<file path="config.mk">
export PLATFORM = sky130hd
export DESIGN_NAME = c_expand_stage
export DESIGN_NICKNAME = d
export VERILOG_FILES = /design/src/rtl/c_pkg.sv /design/src/rtl/c_expander.sv /design/src/rtl/c_expand_stage.sv
export SDC_FILE = /design/constraint.sdc
export NUM_CORES = 1
export LEC_CHECK = 0
export CORE_MARGIN = 1
export CORE_UTILIZATION = 35
export CTS_BUF_LIST = sky130_fd_sc_hd__clkbuf_4 sky130_fd_sc_hd__clkbuf_8
export DETAILED_ROUTE_END_ITERATION = 12
export PLACE_DENSITY = 0.63
export SYNTH_ARGS = -nofsm -noshare
export SYNTH_HDL_FRONTEND = slang
export SYNTH_SLANG_ARGS = --single-unit
</file>
<file path="constraint.sdc">
create_clock -name clk -period 2.07 [get_ports clk]
set_input_delay 0.3105 -clock clk [delete_from_list [all_inputs] [get_ports clk]]
set_output_delay 0.3105 -clock clk [all_outputs]
set_load 0.02 [all_outputs]
</file>
<file path="src/rtl/c_pkg.sv">
`default_nettype none
// ============================================================================
// Module  : c_pkg
// Brief   : Shared constants and types for the RVC expand stage: base
//           opcodes, RVC quadrant/funct3 codes, the canonical NOP and the
//           entry format held in the skid buffer.
// Revision: 1.0 - initial release
// ============================================================================
package c_pkg;

    // Base RV32I major opcodes
    localparam logic [6:0] OP_LOAD   = 7'b0000011;
    localparam logic [6:0] OP_STORE  = 7'b0100011;
    localparam logic [6:0] OP_IMM    = 7'b0010011;
    localparam logic [6:0] OP_LUI    = 7'b0110111;
    localparam logic [6:0] OP_BRANCH = 7'b1100011;
    localparam logic [6:0] OP_JAL    = 7'b1101111;
    localparam logic [6:0] OP_JALR   = 7'b1100111;
    localparam logic [6:0] OP_OP     = 7'b0110011;
    localparam logic [6:0] OP_SYSTEM = 7'b1110011;

    // RVC quadrants (inst[1:0]); Q3 marks a full 32-bit instruction
    localparam logic [1:0] Q0 = 2'b00;
    localparam logic [1:0] Q1 = 2'b01;
    localparam logic [1:0] Q2 = 2'b10;
    localparam logic [1:0] Q3 = 2'b11;

    // Quadrant 0 funct3 (inst[15:13])
    localparam logic [2:0] F3_ADDI4SPN = 3'b000;
    localparam logic [2:0] F3_LW       = 3'b010;
    localparam logic [2:0] F3_SW       = 3'b110;

    // Quadrant 1 funct3
    localparam logic [2:0] F3_ADDI     = 3'b000;
    localparam logic [2:0] F3_JAL      = 3'b001;
    localparam logic [2:0] F3_LI       = 3'b010;
    localparam logic [2:0] F3_LUI      = 3'b011;
    localparam logic [2:0] F3_MISC_ALU = 3'b100;
    localparam logic [2:0] F3_J        = 3'b101;
    localparam logic [2:0] F3_BEQZ     = 3'b110;
    localparam logic [2:0] F3_BNEZ     = 3'b111;

    // Quadrant 2 funct3
    localparam logic [2:0] F3_SLLI     = 3'b000;
    localparam logic [2:0] F3_LWSP     = 3'b010;
    localparam logic [2:0] F3_JR_MV    = 3'b100;
    localparam logic [2:0] F3_SWSP     = 3'b110;

    // addi x0, x0, 0
    localparam logic [31:0] NOP = 32'h0000_0013;

    typedef struct packed {
        logic [31:0] inst;
        logic [31:0] pc;
        logic        is_compressed;
        logic        illegal;
    } fetch_entry_t;

endpackage
`default_nettype wire

</file>
<file path="src/rtl/c_expander.sv">
`default_nettype none
// ============================================================================
// Module  : c_expander
// Brief   : Combinational RV32C -> RV32I expander. Reserved/illegal and
//           floating-point encodings flag o_illegal and return the raw
//           halfword zero-extended.
// Revision: 1.0 - initial release
// ============================================================================
module c_expander
    import c_pkg::*;
(
    input  logic [15:0] i_inst,
    output logic [31:0] o_inst,
    output logic        o_illegal
);

    logic [1:0]  w_quad;
    logic [2:0]  w_f3;
    logic [4:0]  w_rd;
    logic [4:0]  w_rs2;
    logic [4:0]  w_rdp;
    logic [4:0]  w_rs1p;
    logic [11:0] w_imm_ci;
    logic [11:0] w_imm_4spn;
    logic [11:0] w_imm_lw;
    logic [11:0] w_imm_16sp;
    logic [11:0] w_imm_lwsp;
    logic [11:0] w_imm_swsp;
    logic [20:0] w_imm_j;
    logic [12:0] w_imm_b;
    logic [31:0] w_exp;
    logic        w_ill;

    assign w_quad = i_inst[1:0];
    assign w_f3   = i_inst[15:13];
    assign w_rd   = i_inst[11:7];
    assign w_rs2  = i_inst[6:2];
    // Compressed register fields address x8..x15
    assign w_rdp  = {2'b01, i_inst[4:2]};
    assign w_rs1p = {2'b01, i_inst[9:7]};

    // Immediates unscrambled into their natural bit order
    assign w_imm_ci   = {{6{i_inst[12]}}, i_inst[12], i_inst[6:2]};
    assign w_imm_4spn = {2'b00, i_inst[10:7], i_inst[12:11], i_inst[5], i_inst[6], 2'b00};
    assign w_imm_lw   = {5'b00000, i_inst[5], i_inst[12:10], i_inst[6], 2'b00};
    assign w_imm_16sp = {{3{i_inst[12]}}, i_inst[4:3], i_inst[5], i_inst[2], i_inst[6], 4'b0000};
    assign w_imm_lwsp = {4'b0000, i_inst[3:2], i_inst[12], i_inst[6:4], 2'b00};
    assign w_imm_swsp = {4'b0000, i_inst[8:7], i_inst[12:9], 2'b00};
    assign w_imm_j    = {{10{i_inst[12]}}, i_inst[8], i_inst[10:9], i_inst[6], i_inst[7],
                         i_inst[2], i_inst[11], i_inst[5:3], 1'b0};
    assign w_imm_b    = {{5{i_inst[12]}}, i_inst[6:5], i_inst[2], i_inst[11:10], i_inst[4:3], 1'b0};

    // Decode the halfword by quadrant and funct3 into its RV32I form
    always_comb begin
        w_exp = {16'h0000, i_inst};
        w_ill = 1'b0;
        case (w_quad)
            Q0: begin
                case (w_f3)
                    F3_ADDI4SPN: begin
                        w_exp = {w_imm_4spn, 5'd2, 3'b000, w_rdp, OP_IMM};
                        w_ill = (i_inst[12:5] == 8'h00);
                    end
                    F3_LW: w_exp = {w_imm_lw, w_rs1p, 3'b010, w_rdp, OP_LOAD};
                    F3_SW: w_exp = {w_imm_lw[11:5], w_rdp, w_rs1p, 3'b010, w_imm_lw[4:0], OP_STORE};
                    default: w_ill = 1'b1;   // FP loads/stores and reserved
                endcase
            end
            Q1: begin
                case (w_f3)
                    F3_ADDI: w_exp = {w_imm_ci, w_rd, 3'b000, w_rd, OP_IMM};
                    F3_JAL:  w_exp = {w_imm_j[20], w_imm_j[10:1], w_imm_j[11], w_imm_j[19:12], 5'd1, OP_JAL};
                    F3_LI:   w_exp = {w_imm_ci, 5'd0, 3'b000, w_rd, OP_IMM};
                    F3_LUI: begin
                        if (w_rd == 5'd2)
                            w_exp = {w_imm_16sp, 5'd2, 3'b000, 5'd2, OP_IMM};
                        else
                            w_exp = {{14{i_inst[12]}}, i_inst[12], i_inst[6:2], w_rd, OP_LUI};
                        w_ill = ~i_inst[12] & (i_inst[6:2] == 5'd0);
                    end
                    F3_MISC_ALU: begin
                        case (i_inst[11:10])
                            2'b00: begin
                                w_exp = {7'b0000000, i_inst[6:2], w_rs1p, 3'b101, w_rs1p, OP_IMM};
                                w_ill = i_inst[12];
                            end
                            2'b01: begin
                                w_exp = {7'b0100000, i_inst[6:2], w_rs1p, 3'b101, w_rs1p, OP_IMM};
                                w_ill = i_inst[12];
                            end
                            2'b10: w_exp = {w_imm_ci, w_rs1p, 3'b111, w_rs1p, OP_IMM};
                            default: begin
                                // inst[12]=1 selects SUBW/ADDW, reserved on RV32
                                w_ill = i_inst[12];
                                case (i_inst[6:5])
                                    2'b00:   w_exp = {7'b0100000, w_rdp, w_rs1p, 3'b000, w_rs1p, OP_OP};
                                    2'b01:   w_exp = {7'b0000000, w_rdp, w_rs1p, 3'b100, w_rs1p, OP_OP};
                                    2'b10:   w_exp = {7'b0000000, w_rdp, w_rs1p, 3'b110, w_rs1p, OP_OP};
                                    default: w_exp = {7'b0000000, w_rdp, w_rs1p, 3'b111, w_rs1p, OP_OP};
                                endcase
                            end
                        endcase
                    end
                    F3_J:    w_exp = {w_imm_j[20], w_imm_j[10:1], w_imm_j[11], w_imm_j[19:12], 5'd0, OP_JAL};
                    F3_BEQZ: w_exp = {w_imm_b[12], w_imm_b[10:5], 5'd0, w_rs1p, 3'b000,
                                      w_imm_b[4:1], w_imm_b[11], OP_BRANCH};
                    default: w_exp = {w_imm_b[12], w_imm_b[10:5], 5'd0, w_rs1p, 3'b001,
                                      w_imm_b[4:1], w_imm_b[11], OP_BRANCH};
                endcase
            end
            Q2: begin
                case (w_f3)
                    F3_SLLI: begin
                        w_exp = {7'b0000000, i_inst[6:2], w_rd, 3'b001, w_rd, OP_IMM};
                        w_ill = i_inst[12];
                    end
                    F3_LWSP: begin
                        w_exp = {w_imm_lwsp, 5'd2, 3'b010, w_rd, OP_LOAD};
                        w_ill = (w_rd == 5'd0);
                    end
                    F3_JR_MV: begin
                        if (!i_inst[12]) begin
                            if (w_rs2 == 5'd0) begin
                                w_exp = {12'h000, w_rd, 3'b000, 5'd0, OP_JALR};
                                w_ill = (w_rd == 5'd0);
                            end else begin
                                w_exp = {7'b0000000, w_rs2, 5'd0, 3'b000, w_rd, OP_OP};
                            end
                        end else begin
                            if (w_rs2 != 5'd0)
                                w_exp = {7'b0000000, w_rs2, w_rd, 3'b000, w_rd, OP_OP};
                            else if (w_rd == 5'd0)
                                w_exp = {12'h001, 5'd0, 3'b000, 5'd0, OP_SYSTEM};
                            else
                                w_exp = {12'h000, w_rd, 3'b000, 5'd1, OP_JALR};
                        end
                    end
                    F3_SWSP: w_exp = {w_imm_swsp[11:5], w_rs2, 5'd2, 3'b010, w_imm_swsp[4:0], OP_STORE};
                    default: w_ill = 1'b1;   // FP stack loads/stores
                endcase
            end
            default: ;   // full-width instruction, bypassed by the stage
        endcase
    end

    assign o_inst    = w_ill ? {16'h0000, i_inst} : w_exp;
    assign o_illegal = w_ill;

endmodule
`default_nettype wire

</file>
<file path="src/rtl/c_expand_stage.sv">
`default_nettype none
// ============================================================================
// Module  : c_expand_stage
// Brief   : Fetch-to-decode stage. Expands RVC instructions and registers
//           them with PC and flags through a 2-entry skid buffer with a
//           registered in_ready and a branch flush.
// Revision: 1.0 - initial release
// ============================================================================
module c_expand_stage
    import c_pkg::*;
#(
    parameter int               XLEN     = 32,
    parameter logic [XLEN-1:0]  RESET_PC = 32'h0000_0000
) (
    input  logic             clk,
    input  logic             reset,
    input  logic             flush,
    input  logic             in_valid,
    output logic             in_ready,
    input  logic [XLEN-1:0]  inst_in,
    input  logic [XLEN-1:0]  pc_in,
    output logic             out_valid,
    input  logic             out_ready,
    output logic [XLEN-1:0]  inst_out,
    output logic [XLEN-1:0]  pc_out,
    output logic             is_compressed_o,
    output logic             illegal_o
);

    localparam fetch_entry_t RESET_ENTRY = '{inst: NOP, pc: RESET_PC,
                                             is_compressed: 1'b0, illegal: 1'b0};

    logic [31:0]   w_exp_inst;
    logic          w_exp_ill;
    logic          w_is_c;
    fetch_entry_t  w_new;
    logic          w_in_fire;
    logic          w_out_fire;

    fetch_entry_t  r_out;     // entry 0: drives the outputs
    fetch_entry_t  r_skid;    // entry 1: holds overflow while stalled
    logic [1:0]    r_count;
    logic          r_in_ready;

    fetch_entry_t  w_out_n;
    fetch_entry_t  w_skid_n;
    logic [1:0]    w_count_n;

    c_expander u_expander (
        .i_inst    (inst_in[15:0]),
        .o_inst    (w_exp_inst),
        .o_illegal (w_exp_ill)
    );

    assign w_is_c     = (inst_in[1:0] != Q3);
    assign w_new.inst = w_is_c ? w_exp_inst : inst_in;
    assign w_new.pc   = pc_in;
    assign w_new.is_compressed = w_is_c;
    assign w_new.illegal       = w_is_c & w_exp_ill;

    assign w_in_fire  = in_valid & r_in_ready;
    assign w_out_fire = (r_count != 2'd0) & out_ready;

    // Skid-buffer next state: flush wins, otherwise FIFO push/pop by occupancy
    always_comb begin
        w_out_n   = r_out;
        w_skid_n  = r_skid;
        w_count_n = r_count;
        if (flush) begin
            w_count_n = 2'd0;
        end else begin
            case (r_count)
                2'd0: begin
                    if (w_in_fire) begin
                        w_out_n   = w_new;
                        w_count_n = 2'd1;
                    end
                end
                2'd1: begin
                    if (w_in_fire && w_out_fire) begin
                        w_out_n = w_new;
                    end else if (w_in_fire) begin
                        w_skid_n  = w_new;
                        w_count_n = 2'd2;
                    end else if (w_out_fire) begin
                        w_count_n = 2'd0;
                    end
                end
                default: begin
                    // in_ready is low when full, so only a drain can happen
                    if (w_out_fire) begin
                        w_out_n   = r_skid;
                        w_count_n = 2'd1;
                    end
                end
            endcase
        end
    end

    // Buffer state and the look-ahead ready flag
    always_ff @(posedge clk or negedge reset) begin
        if (!reset) begin
            r_out      <= RESET_ENTRY;
            r_skid     <= RESET_ENTRY;
            r_count    <= 2'd0;
            r_in_ready <= 1'b1;
        end else begin
            r_out      <= w_out_n;
            r_skid     <= w_skid_n;
            r_count    <= w_count_n;
            r_in_ready <= (w_count_n != 2'd2);
        end
    end

    assign in_ready        = r_in_ready;
    assign out_valid       = (r_count != 2'd0);
    assign inst_out        = r_out.inst;
    assign pc_out          = r_out.pc;
    assign is_compressed_o = r_out.is_compressed;
    assign illegal_o       = r_out.illegal;

endmodule
`default_nettype wire

</file>
Word-level counts from Yosys, hierarchy flattened
Index checks and enable logic that the tools add are counted.
Operators by class
  add/sub/neg operators: 0
  $mul: 0
  divide/modulo/power cells: 0
  order comparisons: 0
  eq/ne operators: 18
  shift-type cells: 0
  multiplexer cells: 31
  bitwise operators: 7
  reduce and logical (&&, ||, !) cells: 15
Operator list (number)
  32-bit case mux with 7 select lines: 1
  66-bit two-way mux: 3
  32-bit case mux with 3 select lines: 2
  66-bit case mux with 2 select lines: 1
  32-bit two-way mux: 4
  32-bit case mux with 4 select lines: 1
  31-bit case mux with 3 select lines: 1
  30-bit case mux with 3 select lines: 1
  29-bit two-way mux: 1
  25-bit two-way mux: 1
  21-bit two-way mux: 1
  2-bit two-way mux: 6
  5-bit logical NOT: 2
  3-bit equality test (second input constant): 3
  2-bit by 1-bit equality test with 1-bit output (second input constant): 4
  2-bit logical NOT: 4
  8-bit logical NOT: 1
  2-bit inequality test (second input constant): 4
  4-bit AND reduction: 2
  2-bit equality test (second input constant): 3
  3-bit by 2-bit equality test with 1-bit output (second input constant): 2
  5-bit by 2-bit equality test with 1-bit output (second input constant): 1
  5-bit nonzero test: 1
  1-bit AND: 4
  12 further kinds: 17
Storage, ports and cells
  register bits: 135
  latch bits: 0
  memory bits (writable): 0
  bits in read-only memories: 0
  output and inout port bits: 68
  logic and storage cells: 81
  memories: 0

Depth between registers and ports, before layout
Gate-level depths: netlist (run 1).
  word-level depth: 10
  depth in mapped cells: 11
  depth with buffers taken out: 9

Cells and area by module
From an unflattened synthesis (run 1), not the netlist that was laid out.
Unflattened totals
  cells, all modules: 823
  area total of the unflattened synthesis: 8400.6 sq um
Modules (own cells, without submodules)
  c_expand_stage: instances 1, cells an instance 523, area each 6601.3 sq um, seq. area each 3387.0 sq um
  c_expander: instances 1, cells an instance 300, area each 1799.2 sq um, seq. area each 0.0 sq um

Least setup slack after synthesis (run 1)
OpenSTA, ideal clock, no wires.
  path kind: input -> register
  from: in inst_in[0]
  to: reg r_skid[60] (netlist name)
  setup time: 125 ps
  arrival: 2240 ps
  required time: 1945 ps
  path slack: -294 ps
  stages on the path: 9
  path buffers: 1
  cell sequence: inv_1 ha_1 or4bb_1 o31ai_4 a21oi_2 o21a_1 buf_6 a22o_1 mux2_2
Between the ends
  cells in the longest elaborated chain, start to end: 4
RTL lines
  start, declared: line c_expand_stage.sv:20  | input logic [XLEN-1:0] inst_in,
  2-bit equality test (tied with other cells): line c_expander.sv:57  | case (w_quad)
  32-bit case mux with 3 select lines / 1-bit case mux with 3 select lines (equally long branches): line c_expander.sv:57
  32-bit two-way mux: line c_expander.sv:146  | assign o_inst = w_ill ? {16'h0000, i_inst} : w_exp;
  32-bit two-way mux *: line c_expand_stage.sv:56  | assign w_new.inst = w_is_c ? w_exp_inst : inst_in;
  end signal, assigned: line c_expand_stage.sv:109  | r_skid <= w_skid_n;
  end, declared: line c_expand_stage.sv:41  | fetch_entry_t r_skid;
Every way passes the cells marked *; elsewhere a longest branch is shown, timed or not.
A chain may end at the register's enable or synchronous reset.

Worst setup path after layout (run 1)
  from: in inst_in[0]
  to: reg r_skid[51] (netlist name)
The elaborated chain is that of the path after synthesis.

==> metrics.log, run 1 <==
INFO  metric power = 8.37 mW
INFO  metric critical-path-slowest-cell = or4bb_4
INFO  metric routedWlPerCell = 19.1 µm
INFO  metric grt_first_pass_wirelength = 40500 µm
INFO  metric postLayoutCellArea = 0.0109 mm²
INFO  metric routed_wl = 25600 µm
INFO  metric finalCriticalPeriod = 2.05 ns
INFO  metric tritoncts_num_sinks = 135
INFO  metric dr_total_vias = 7382
INFO  metric worst_clock_skew = 0.0154 ns
INFO  metric setup.worst_path.start_class = input pin
INFO  metric placementRows = 52
INFO  metric unique_cell_type_count_in_the_yosys_netlist = 70
INFO  metric post_syn_area = 0.00744 mm²
INFO  metric insertion_delay = 0.45 ns
INFO  metric worst_r2r_startpoint = r_count[0]
INFO  metric synth.net_count = 884
INFO  metric postPlaceCellArea = 0.0101 mm²
INFO  metric detailedRoute.firstIterationViolations = 475
INFO  metric rr_endpoint = inst_out[5]
INFO  metric timing.max_slew.rel_slack = 0.628
INFO  metric design.die.area = 0.0219 mm²
INFO  metric drc = 0
INFO  metric detailedRoute.firstPassIterationCount = 5
INFO  metric globalplace.congestion = 0.985
INFO  metric post_route_cells_drive_above_1_share = 0.290
INFO  metric transition_at_the_pin_with_the_smallest_max_transition_slack = 0.558 ns
INFO  metric setup_viol_count_final = 0
INFO  metric overflow = 0
INFO  metric cts_buffer_count = 17
INFO  metric maxCapViolations = 0
INFO  metric antenna_found_initial = 0
INFO  metric critPathKind = input pin to flip-flop
INFO  metric rsz0062_at_grt = true
INFO  metric chipWidth = 148 µm
INFO  metric hold-worst-slack = 0.315 ns
INFO  metric holdCritStartpoint = inst_in[1]
INFO  metric leakagePower = 4.67 nW
INFO  metric dieHeight = 148 µm
INFO  metric hold_class = input pin to flip-flop
INFO  metric slew_viol_final = 0
INFO  metric num-nets-final = 1129
INFO  metric r2r_setup_slack = 0.15 ns
INFO  metric report.final.hold_viol_count = 0
INFO  metric synth_enable_flop_cells = 0
INFO  metric io_buffers = 136
INFO  metric effective_utilization_at_floorplan = 0.362
INFO  metric critPathArrivalTime = 2.39 ns
INFO  metric ff2ff_path_depth = 5
INFO  metric via_per_inst = 5.51
INFO  metric area_growth = 46.7%
INFO  metric final_cells = 1339
INFO  metric required = 2.41 ns
INFO  metric num-fill-cells = 1954
INFO  metric cts.clk_slew.worst_paths = 0.08 ns
INFO  metric htreeDepth = 4
INFO  metric global_route.usage.total = 0.240
INFO  metric synth_sequential_area_ratio = 0.455
INFO  metric clock_path_buffers = 2
INFO  metric timing.critical_path.to_type = flip-flop
INFO  metric postSynth.asyncResetShare = 1.00
INFO  metric ioPinCount = 137
INFO  metric crit_top_cell = buf_6
INFO  metric timing.critical_path.slowest_cell_delay = 0.48 ns
INFO  metric postRouteAntennaNets = 0
INFO  metric place.detailed.instances = 1293
INFO  metric cts_tree = done
INFO  metric postSynthCellCount = 811
INFO  metric per_instance_average_area_after_synthesis = 9.18 µm²
INFO  metric finalCritPeriodShare = 0.990
INFO  metric synth_ff_type = dfrtp_1
INFO  metric outcome = complete, no violations
INFO  metric power.density_cell_area = 766 mW/mm²
INFO  metric number_of_instances_on_the_worst_hold_path = 5
INFO  metric synth.ff_latch_count = 135
INFO  metric cts_root_buf = clkbuf_8
INFO  metric irDropWorstVdd = 0.358 mV
INFO  metric place.detailed.hpwl = 18400 µm
INFO  metric synth.yosys.warnings = 0
INFO  metric maximum_frequency_from_static_timing_analysis = 488 MHz
INFO  metric insertedDiodeCount = 0
INFO  metric core_region_area = 0.0206 mm²
INFO  metric grt_max_degree = 58
INFO  metric hold_end = r_skid[35]
INFO  metric first_global_vias = 7258
INFO  metric crit_chain = buf_8, inv_6, ha_4, or4bb_4, o31ai_4, a21oi_4, buf_6, o21ai_4, buf_6, a211o_1, a21oi_2, a21o_1
INFO  metric worstPathMaxFanout = 7
[cell usage in the layout, fill, tap and decap left out, drive strengths merged, types with 6 or more instances in the layout]
cell,count
o21ai,121
nor2,30
nand3,8
inv,19
a22oi,8
a21oi,66
clkdlybuf4s50,122
clkbuf,22
nor2b,7
a21o,12
nor3,13
nand2b,6
a31oi,10
nand2,106
dfstp,7
a211oi,6
o31ai,6
or3,13
clkinv,6
mux2i,39
buf,163
and3,15
mux2,40
dfrtp,128
[synth_stat cells (3+ instances only)]
cell | count | share of area
a311o_1 | 3 | 0.0040
or4_1 | 3 | 0.0030
clkinv_1 | 3 | 0.0015
a21o_1 | 12 | 0.012
a211o_1 | 3 | 0.0035
nand4_1 | 3 | 0.0025
clkbuf_1 | 55 | 0.028
nor2_1 | 30 | 0.015
o2bb2ai_1 | 3 | 0.0035
a41oi_1 | 4 | 0.0047
o21ai_2 | 3 | 0.0035
o21ai_1 | 3 | 0.0020
a31oi_1 | 9 | 0.0076
o211ai_1 | 4 | 0.0040
o22ai_1 | 4 | 0.0034
or3_1 | 13 | 0.011
o21a_1 | 4 | 0.0040
buf_1 | 5 | 0.0025
dfstp_2 | 7 | 0.025
nor3b_1 | 3 | 0.0030
nand2_1 | 106 | 0.053
nand2b_1 | 6 | 0.0050
a221o_1 | 4 | 0.0054
and3_1 | 15 | 0.013
mux2i_1 | 39 | 0.052
o221ai_1 | 4 | 0.0047
buf_2 | 11 | 0.0074
o21ai_0 | 114 | 0.077
o31ai_1 | 5 | 0.0050
a21oi_1 | 64 | 0.043
ha_1 | 4 | 0.0067
nand3_1 | 8 | 0.0054
a22oi_1 | 8 | 0.0081
mux2_2 | 40 | 0.061
dfrtp_1 | 128 | 0.43
a211oi_1 | 6 | 0.0060
nor3_1 | 13 | 0.0087
nor2b_1 | 7 | 0.0059
inv_1 | 10 | 0.0050
[layer usage]
metal | track usage | vias to the layer above | wire length (µm)
met5 | 0 | - | 0
met4 | 0.0990 | 0 | 852
met3 | 0.0398 | 61 | 1620
met2 | 0.370 | 309 | 11400
met1 | 0.335 | 3558 | 11700
li1 | - | 3454 | -
[flip-flops by register name, indices dropped and copies added (netlist names)]
| register | flops |
|---|---|
| pc_out | 32 |
| illegal_o | 1 |
| r_skid | 66 |
| is_compressed_o | 1 |
| in_ready | 1 |
| inst_out | 32 |
| r_count | 2 |
[metrics by stage]
stage                     TNS [ns]   util  setup slack [ns]
after floorplan             -0.510      -            -0.107
final                            0  0.531            0.0205
after global placement      -55.52  0.492             -1.01
after global routing       -0.0754  0.531           -0.0378
after CTS                   -0.162  0.525           -0.0373
after detailed placement    -57.76  0.492             -1.02
[worst max-delay path by stage]
stage	to	from	slack (ns)	cells after the start
floorplan	r_skid[60]	inst_in[11]	-0.11	8
global placement	inst_out[31]	inst_in[1]	-1.01	12
detailed placement	r_skid[65]	inst_in[1]	-1.02	12
CTS	inst_out[12]	inst_in[0]	-0.04	12
global route	r_skid[51]	inst_in[0]	-0.04	12
finish	r_skid[51]	inst_in[0]	0.02	12
[critical path: cells and delay by family]
kind | cells | cell delay, ns
and+or+nand+nor | 1 | 0.48
AOI/OAI and AO/OA | 6 | 1.03
adders and majority gates | 1 | 0.12
buffers and inverters | 4 | 0.44
[where the power goes]
group          total [mW]  internal [mW]  switching [mW]
clock                2.17          0.999            1.17
combinational        2.62           1.31            1.31
sequential           3.58           3.27           0.309
total                8.37           5.57            2.79
[repair_timing]
action / 4_1_cts / 5_1_grt
hold buffers: 1 / 0
buffers inserted: 12 / 0
endpoints found under the setup margin: 92 / 56
endpoints found under the hold margin: 44 / 0
gates resized for setup: 74 / 52
pin swaps: 29 / 17
cloned: 1 / 0
[kinds of logic (layout without fill, tap and decap cells)]
family,after synthesis,in the layout,synth area share
xor gates and xnor gates,1,1,0.00118
AOI/OAI and AO/OA,284,285,0.236
buffers and inverters,85,342,0.0457
adders and majority gates,4,4,0.00672
DFF,135,135,0.455
muxes,79,79,0.113
and+or+nand+nor,223,223,0.143
[layout make-up]
cell class	count	area, µm²	share of cell area
Multi-Input combinational cell	592	4040	0.370
Sequential cell	135	3390	0.310
Timing Repair Buffer	297	2710	0.248
Tap cell	270	338	0.0309
Clock buffer	17	234	0.0214
Clock inverter	15	159	0.0146
Inverter	13	53.8	0.00493
(Power assumes the default switching activity.)
==> run 2, diff against run 1 <==
--- a/config.mk
+++ b/config.mk
@@ -10,6 +10,7 @@
 export CTS_BUF_LIST = sky130_fd_sc_hd__clkbuf_4 sky130_fd_sc_hd__clkbuf_8
 export DETAILED_ROUTE_END_ITERATION = 12
 export PLACE_DENSITY = 0.63
+export SKIP_CTS_REPAIR_TIMING = 1
 export SYNTH_ARGS = -nofsm -noshare
 export SYNTH_HDL_FRONTEND = slang
 export SYNTH_SLANG_ARGS = --single-unit
==> metrics.log, run 2 (synthesized netlist as in run 1, its figures left out) <==
INFO  metric routedWlPerCell = 19.1 µm
INFO  metric via_per_inst = 5.49
INFO  metric maximum_frequency_from_static_timing_analysis = 458 MHz
INFO  metric grt_first_pass_wirelength = 39900 µm
INFO  metric timing.critical_path.to_type = flip-flop
INFO  metric groute.layer.met1.usage = 0.331
INFO  metric num-fill-cells = 1934
INFO  metric largest_reg_flops = 66
INFO  metric detailedRoute.firstPassIterationCount = 6
INFO  metric post_route_cells_drive_above_1_share = 0.291
INFO  metric largest-register = r_skid
INFO  metric global_route.usage.total = 0.237
INFO  metric worstPathMaxFanout = 8
INFO  metric timing.critical_path.buf_inv = 4
INFO  metric multiInputGateArea = 0.00408 mm²
INFO  metric finalCritPeriodShare = 1.05
INFO  metric clock_path_buffers = 2
INFO  metric grt.met2_usage = 0.365
INFO  metric critPathArrivalTime = 2.52 ns
INFO  metric postLayoutCellArea = 0.0110 mm²
INFO  metric power = 8.39 mW
INFO  metric hold_class = input pin to async pin
INFO  metric insertedDiodeCount = 0
INFO  metric setup_viol_count_final = 16
INFO  metric crit_top_cell = buf_6
INFO  metric globalplace.congestion = 0.985
INFO  metric antenna_found_initial = 0
INFO  metric grt_max_degree = 58
INFO  metric postLayoutSetupSlackWorst = -0.113 ns
INFO  metric cts.clk_slew.worst_paths = 0.09 ns
INFO  metric insertion_delay = 0.45 ns
INFO  metric critical-path-slowest-cell = or4bb_4
INFO  metric worst_setup_path_startpoint = inst_in[0]
INFO  metric critPathKind = input pin to flip-flop
INFO  metric design.die.area = 0.0219 mm²
INFO  metric postPlaceCellArea = 0.0101 mm²
INFO  metric cts_buffer_count = 17
INFO  metric num-nets-final = 1128
INFO  metric detailedRoute.firstIterationViolations = 524
INFO  metric chipWidth = 148 µm
INFO  metric area_growth = 47.9%
INFO  metric layout.core_utilization = 0.536
INFO  metric required = 2.41 ns
INFO  metric tritoncts_num_sinks = 135
INFO  metric irDropWorstVdd = 0.366 mV
INFO  metric grt_use_met3 = 0.0386
INFO  metric leakagePower = 4.76 nW
INFO  metric io_buffers = 136
INFO  metric cts_root_buf = clkbuf_8
INFO  metric failed_checks = negative setup slack
INFO  metric crit_chain = buf_8, inv_6, ha_4, or4bb_4, o31ai_4, a21oi_4, o21a_1, buf_6, buf_6, a22o_1, mux2_2
INFO  metric power.density_cell_area = 762 mW/mm²
INFO  metric core_region_area = 0.0206 mm²
INFO  metric global_route.peak_usage_layer = met2
INFO  metric worst_r2r_startpoint = r_count[0]
INFO  metric setup.worst_path.start_class = input pin
INFO  metric most-common-layout-cells = buf_4 (140), dfrtp_1 (127), clkdlybuf4s50_1 (122), nand2_1 (104), o21ai_0 (94)
INFO  metric rsz0062_at_grt = true
INFO  metric worst_clock_skew = 0.0153 ns
INFO  metric routed_wl = 25600 µm
INFO  metric dr_total_vias = 7348
INFO  metric htreeDepth = 4
INFO  metric effective_utilization_at_floorplan = 0.362
INFO  metric ioPinCount = 137
INFO  metric report.final.hold_viol_count = 0
INFO  metric cts_tree = done
INFO  metric timing.critical_path.slowest_cell_delay = 0.55 ns
INFO  metric timing.max_slew.rel_slack = 0.630
INFO  metric postRouteAntennaNets = 0
INFO  metric transition_at_the_pin_with_the_smallest_max_transition_slack = 0.555 ns
INFO  metric first_global_vias = 7161
INFO  metric seq_area = 0.00339 mm²
INFO  metric worst_path_dominant_cell_family = compound AO/OA/AOI/OAI gates
INFO  metric maxCapViolations = 0
INFO  metric pre_cts_slack = -1.02 ns
INFO  metric dieHeight = 148 µm
INFO  metric outcome = finished with violations
INFO  metric drc = 0
INFO  metric finalCriticalPeriod = 2.18 ns
INFO  metric place.detailed.hpwl = 18400 µm
INFO  metric slew_viol_final = 0
INFO  metric final_common_cell = buf_4
INFO  metric placementRows = 52
INFO  metric overflow = 0
==> run 2: worst paths after layout <==
path	endpoint	slack [ns]	cells past startpoint
max	r_skid[60]	-0.11	11
min reg2reg	r_skid[38]	0.47	2
max reg2reg	inst_out[12]	0.15	5
min	pc_out[18]	0.36	2
max in group asynchronous	r_skid[62]	1.01	3
min in group clk	r_skid[35]	0.37	5
==> run 2: stage by stage <==
step                std cells  setup TNS [ns]  hold WS, ns
floorplan                 811          -0.510       0.0149
global placement         1293          -55.52        0.305
detailed placement       1293          -57.76        0.309
CTS                      1325          -21.41       -0.200
global route             1338           -1.40        0.384
finish                   1338          -0.701        0.359
==> run 2: area by class of cell <==
class | instances | share of cell area
sequential | 135 | 0.308
timing repair buffer | 297 | 0.251
tap | 270 | 0.0307
multi-input combinational | 591 | 0.370
inverter | 13 | 0.00489
clock inverter | 15 | 0.0144
clock buffer | 17 | 0.0212
==> run 2: power breakdown <==
group	switching (mW)	total, mW	internal [mW]
clock	1.17	2.17	0.999
sequential	0.310	3.58	3.27
combinational	1.32	2.65	1.33
==> run 2: worst register-to-register path: cells and delay by family, from the launching register on <==
kind	cells	cell delay, ns
AND/OR/NAND/NOR	3	0.85
AO/OA/AOI/OAI	1	0.35
flip-flops	1	0.38
buffers and inverters	1	0.21
==> run 2: layer usage <==
metal | share of wire | wire [µm]
met1 | 0.46 | 11800
met2 | 0.45 | 11600
met5 | 0 | 0
met3 | 0.060 | 1540
met4 | 0.026 | 662
